--- src/rtl/reg_file_sb_if.sv ---
// reg_file_sb_if: read, write-back, issue and clear signals of the scoreboarded register file
interface reg_file_sb_if #(
   parameter int DATA_W = 16,
   parameter int ADDR_W = 3
);
   logic clear_req, ready, wr_en, issue_en, rd_busy1, rd_busy2;
   logic [ADDR_W-1:0] rd_addr1, rd_addr2, wr_addr, issue_addr;
   logic [DATA_W-1:0] rd_data1, rd_data2, wr_data;
   modport master (
      output clear_req, rd_addr1, rd_addr2, wr_en, wr_addr, wr_data, issue_en, issue_addr,
      input  ready, rd_data1, rd_data2, rd_busy1, rd_busy2
   );
   modport slave (
      input  clear_req, rd_addr1, rd_addr2, wr_en, wr_addr, wr_data, issue_en, issue_addr,
      output ready, rd_data1, rd_data2, rd_busy1, rd_busy2
   );
endinterface

--- src/rtl/reg_file_sb.sv ---
// reg_file_sb: 2R/1W register file with busy scoreboard and sequential clear engine
// RF_BYPASS_EN forwards an accepted write to a matching read port in the same cycle
module reg_file_sb #(
   parameter int DATA_W   = 16,
   parameter int ADDR_W   = 3,
   parameter int ZERO_REG = 0
) (
   input logic clk,
   input logic rst,
   reg_file_sb_if.slave bus
);
   localparam int DEPTH = 2 ** ADDR_W;
   typedef enum logic {CLEAR, IDLE} state_t;
   state_t state;
   logic [ADDR_W-1:0] ptr;
   logic [DATA_W-1:0] regs [DEPTH];
   logic [DEPTH-1:0] busy;
   logic ready, wr_ok, iss_ok, z1, z2, byp1, byp2;
   assign ready  = state == IDLE;
   assign wr_ok  = ready && bus.wr_en && !bus.clear_req && !(ZERO_REG != 0 && bus.wr_addr == '0);
   assign iss_ok = ready && bus.issue_en && !bus.clear_req && !(ZERO_REG != 0 && bus.issue_addr == '0);
   assign z1     = ZERO_REG != 0 && bus.rd_addr1 == '0;
   assign z2     = ZERO_REG != 0 && bus.rd_addr2 == '0;
`ifdef RF_BYPASS_EN
   assign byp1 = wr_ok && bus.wr_addr == bus.rd_addr1;
   assign byp2 = wr_ok && bus.wr_addr == bus.rd_addr2;
`else
   assign byp1 = 1'b0;
   assign byp2 = 1'b0;
`endif
   assign bus.ready    = ready;
   assign bus.rd_data1 = !ready || z1 ? '0 : byp1 ? bus.wr_data : regs[bus.rd_addr1];
   assign bus.rd_data2 = !ready || z2 ? '0 : byp2 ? bus.wr_data : regs[bus.rd_addr2];
   assign bus.rd_busy1 = ready && !z1 && !byp1 && busy[bus.rd_addr1];
   assign bus.rd_busy2 = ready && !z2 && !byp2 && busy[bus.rd_addr2];
   always_ff @(posedge clk) begin
      if (rst) begin
         state <= CLEAR;
         ptr   <= '0;
         busy  <= '0;
      end else if (state == CLEAR) begin
         regs[ptr] <= '0;
         ptr       <= ptr + 1'b1;
         if (&ptr) state <= IDLE;
      end else if (bus.clear_req) begin
         state <= CLEAR;
         ptr   <= '0;
         busy  <= '0;
      end else begin
         if (wr_ok) begin
            regs[bus.wr_addr] <= bus.wr_data;
            busy[bus.wr_addr] <= 1'b0;
         end
         // issue after write so a same-address issue leaves the register busy
         if (iss_ok) busy[bus.issue_addr] <= 1'b1;
      end
   end
endmodule

--- src/flat_wrapper.sv ---
// flat-port wrapper written by rule: the top's interface ports become plain ports
module reg_file_sb_flat 
#(
   parameter int DATA_W   = 16,
   parameter int ADDR_W   = 3,
   parameter int ZERO_REG = 0
)
  (clk, rst, bus_clear_req, bus_rd_addr1, bus_rd_addr2, bus_wr_en, bus_wr_addr, bus_wr_data, bus_issue_en, bus_issue_addr, bus_ready, bus_rd_data1, bus_rd_data2, bus_rd_busy1, bus_rd_busy2);
  reg_file_sb_if #(.DATA_W(DATA_W), .ADDR_W(ADDR_W)) bus_i ();
  input logic clk;
  input logic rst;
  input wire logic [$bits(bus_i.clear_req)-1:0] bus_clear_req;
  input wire logic [$bits(bus_i.rd_addr1)-1:0] bus_rd_addr1;
  input wire logic [$bits(bus_i.rd_addr2)-1:0] bus_rd_addr2;
  input wire logic [$bits(bus_i.wr_en)-1:0] bus_wr_en;
  input wire logic [$bits(bus_i.wr_addr)-1:0] bus_wr_addr;
  input wire logic [$bits(bus_i.wr_data)-1:0] bus_wr_data;
  input wire logic [$bits(bus_i.issue_en)-1:0] bus_issue_en;
  input wire logic [$bits(bus_i.issue_addr)-1:0] bus_issue_addr;
  output wire logic [$bits(bus_i.ready)-1:0] bus_ready;
  output wire logic [$bits(bus_i.rd_data1)-1:0] bus_rd_data1;
  output wire logic [$bits(bus_i.rd_data2)-1:0] bus_rd_data2;
  output wire logic [$bits(bus_i.rd_busy1)-1:0] bus_rd_busy1;
  output wire logic [$bits(bus_i.rd_busy2)-1:0] bus_rd_busy2;
  assign bus_i.clear_req = bus_clear_req;
  assign bus_i.rd_addr1 = bus_rd_addr1;
  assign bus_i.rd_addr2 = bus_rd_addr2;
  assign bus_i.wr_en = bus_wr_en;
  assign bus_i.wr_addr = bus_wr_addr;
  assign bus_i.wr_data = bus_wr_data;
  assign bus_i.issue_en = bus_issue_en;
  assign bus_i.issue_addr = bus_issue_addr;
  assign bus_ready = bus_i.ready;
  assign bus_rd_data1 = bus_i.rd_data1;
  assign bus_rd_data2 = bus_i.rd_data2;
  assign bus_rd_busy1 = bus_i.rd_busy1;
  assign bus_rd_busy2 = bus_i.rd_busy2;
  reg_file_sb #(.DATA_W(DATA_W), .ADDR_W(ADDR_W), .ZERO_REG(ZERO_REG)) u_core (.clk(clk), .rst(rst), .bus(bus_i));
endmodule
--- config.mk ---
export PLATFORM = sky130hd
export DESIGN_NAME = reg_file_sb_flat
export DESIGN_NICKNAME = d
export VERILOG_FILES = /design/src/rtl/reg_file_sb_if.sv /design/src/rtl/reg_file_sb.sv /design/src/flat_wrapper.sv
export SDC_FILE = /design/constraint.sdc
export NUM_CORES = 1
export LEC_CHECK = 0
export CAP_MARGIN = 20
export CORE_UTILIZATION = 30
export CTS_CLUSTER_DIAMETER = 120
export CTS_CLUSTER_SIZE = 30
export DETAILED_ROUTE_END_ITERATION = 6
export SLEW_MARGIN = 40
export SYNTH_ARGS = -nofsm -noshare
export SYNTH_HDL_FRONTEND = slang
export SYNTH_SLANG_ARGS = --single-unit
--- constraint.sdc ---
create_clock -name clk -period 2.7 [get_ports clk]
set_input_delay 0.54 -clock clk [delete_from_list [all_inputs] [get_ports clk]]
set_output_delay 0.54 -clock clk [all_outputs]
set_load 0.005 [all_outputs]
==> run summary <==
outcome = finished, final reports clean
vias = 4038
critical hold path startpoint = u_core.busy[4]$_SDFFE_PP0P_
first-pass GRT wire length = 26200 µm
Post-CTS Hold Fix Bufs = 0
Via density = 5.24
total I/O pin count = 68
DRC = 0
crit share post-route = 99.1%
power per cell area = 563 nW/µm²
CTS root buf = clkbuf_16
Worst Max-Slew Pin Slew = 506 ps
Tmin final = 2680 ps
setup ws final = 24.0 ps
worst hold path type = reg2reg
# clock sinks = 140
mux cell area share after synthesis = 24.6%
Register-to-Register Path Depth = 5
main combinational cell family by area after synthesis = multiplexers
initial antenna violation count = 0
Synth Area in XOR/XNOR = 0%
Sw Pwr = 1080 µW
pre-CTS setup slack = -293 ps
Leak Pwr = 0.00287 µW
Comb pwr share = 8.2%
Placer Congestion = 0.801
startpoint types = input port
Core Area = 22600 µm²
synthesized cell area = 6890 µm²
Hold WS = 534 ps
family with the most delay on the worst path = buffers and inverters
GRT Total Usage = 15.5%
post-route ant nets = 0
internal power = 3910 µW
WP data required = 2160 ps
H-tree depth = 4
Max Cap Viol = 0
Worst Path Buf+Inv = 3
Synth warnings = 0
clock-pin slew on the worst setup and hold paths = 60 ps
power share of the clock group = 42.9%
maximum root-to-sink buffer count = 2
area grow syn2layout = 28.9%
hold path depth = 1
number of global-route vias before repair = 4304
Reg power frac = 48.9%
post-synthesis cell type count = 31
TritonCTS Buffers = 17
Arr. time, crit path = 2140 ps
number of synthesized register bits = 140
WP depth = 5
dpl hpwl = 11700 µm
worst-path cell chain = buf_6 -> buf_12 -> mux4_1 -> a22o_4 -> clkdlybuf4s50_1
later-pin clock latency in the skew report = 420 ps
placed cell count = 729
final setup vio count = 0
Seq/Total Area, Yosys = 59.2%
slowest CP cell = mux4_1
Reg-to-Reg Start = u_core.bus.ready$_SDFF_PP0_
worst-path fanout max = 7
Max Clock Freq = 374 MHz
Simple-Gate Fraction of Synth Area = 5.81%
Synth Instances = 367
Antenna diodes = 0
Compound-Gate Fraction of Synth Area = 6.57%
drt total wl = 17800 µm
max incr delay on CP = 600 ps
syn nets = 402
PortBufs = 67
Crit. Startpoint = bus_rd_addr1[1]
Final Hold Fails = 0
Routed WL per cell = 23.1 µm
Die W = 154 µm
fillers = 2013
Slew Limit Fails = 0
Avg Synthesized Cell Area = 18.8 µm²
setup slack, reg-to-reg = 510 ps
die footprint = 23600 µm²
peak supply drop = 0.383 mV
Setup crit end kind = primary output
CTS tree = done
nets = 508
final core utilization = 39.4%
Pre-Repair DR Iteration Count = 4
Initial Util = 30.5%
1st-iter DRT viols = 311
# rows = 55
Sw Share = 21.7%
grt total ovfl = 0
Layout Cells excl Fill = 771
largest net degree at the start of global routing = 23
adder-cell share of the synthesized area = 0.363%
share of cells above drive strength 1 = 26.7%
clk_skew = 4.49 ps
normalized max-slew margin = 65.9%
Setup CP Type = in2out
die height = 154 µm
## synth_stat cells
master	n	area, µm²
a21oi_1	4	20.0
a22o_1	34	298
a32o_1	8	80.1
a41o_1	1	10.0
and2_1	18	113
and3_1	2	12.5
and4b_1	4	40.0
and4bb_2	1	12.5
buf_1	1	3.75
buf_12	4	80.1
buf_2	12	60.1
buf_6	4	45.0
clkbuf_1	12	45.0
dfxtp_1	12	240
edfxtp_1	128	3840
ha_1	2	25.0
inv_1	1	3.75
mux2_2	1	11.3
mux2i_1	3	30.0
mux4_1	32	841
mux4_2	36	811
nand2_1	3	11.3
nand2b_1	4	25.0
nand3b_1	2	15.0
nor2_1	12	45.0
nor2b_1	8	50.1
nor3_1	1	5.00
nor3b_1	3	22.5
nor4b_1	1	8.76
nor4bb_1	4	40.0
o21ai_0	9	45.0
## flip-flops by register name, summed over array words and instances, names as in the netlist
name              count
u_core.regs         128
u_core.bus.ready      1
u_core.busy           8
u_core.ptr            3
## cell type report
type                    instances  area (µm²)  share of cell area [%]
clock buffers                  19         433                    4.87
clock inverters                13         119                    1.34
inverters                       1        3.75                  0.0423
multi-input cells             193        2590                    29.2
flip-flops and latches        140        4080                    46.0
well taps                     285         357                    4.01
repair buffers                120        1300                    14.6
## through the flow
stage / setup TNS, ps / total power (µW) / instance area [µm²]
2_1_floorplan: 0 / 2700 / 6890
3_3_place_gp: -7050 / 2850 / 8150
3_5_place_dp: -7720 / 2870 / 8150
4_1_cts: -28.2 / 5030 / 8760
5_1_grt: -8.67 / 5160 / 8880
6_report: 0 / 5000 / 8880
## final timing paths
| kind | endpoint |
|---|---|
| setup / recovery | bus_rd_data1[3] |
| hold / removal | u_core.busy[4]$_SDFFE_PP0P_ |
| setup reg to reg | u_core.regs[6][12]$_DFFE_PP_ |
| hold reg to reg | u_core.busy[4]$_SDFFE_PP0P_ |
## layout by cell type, fill, tap and decap left out, drive strengths merged, types with 4 or more instances in the layout
master / count
nand2b: 4
dlygate4sd2: 13
a22o: 34
nor4bb: 4
buf: 53
and2: 18
inv: 4
nor2: 12
dfxtp: 12
clkbuf: 21
a32o: 8
edfxtp: 128
o21ai: 9
a21oi: 4
clkinv: 5
clkinvlp: 4
mux4: 68
and4b: 4
clkdlybuf4s50: 48
nor2b: 8
## kinds of logic after synthesis
family	Yosys count
flops	140
fa+ha+maj	2
buf+inv	34
compound gates	56
mux	72
simple gates	63
## timing repair
item,4_1_cts,5_1_grt
pin swaps,2,1
setup endpoints to repair,34,16
resized for setup,20,17
cloned,2,1
setup buffers,3,4
## routing by layer
layer / track usage, % / up-vias / share of wire (%)
li1: - / 1812 / -
met1: 17.6 / 2066 / 38
met2: 27.9 / 129 / 53
met3: 2.96 / 31 / 6.1
met4: 7.33 / 0 / 2.3
met5: 0 / - / 0
## power by group through the flow
stage	clock, µW	combinational, µW	sequential [µW]
global route	2280	435	2450
floorplan	0	230	2470
CTS	2190	396	2440
detailed placement	0	378	2490
finish	2150	408	2440
global placement	0	367	2480
Note: power is estimated with default switching activity, not from simulation.
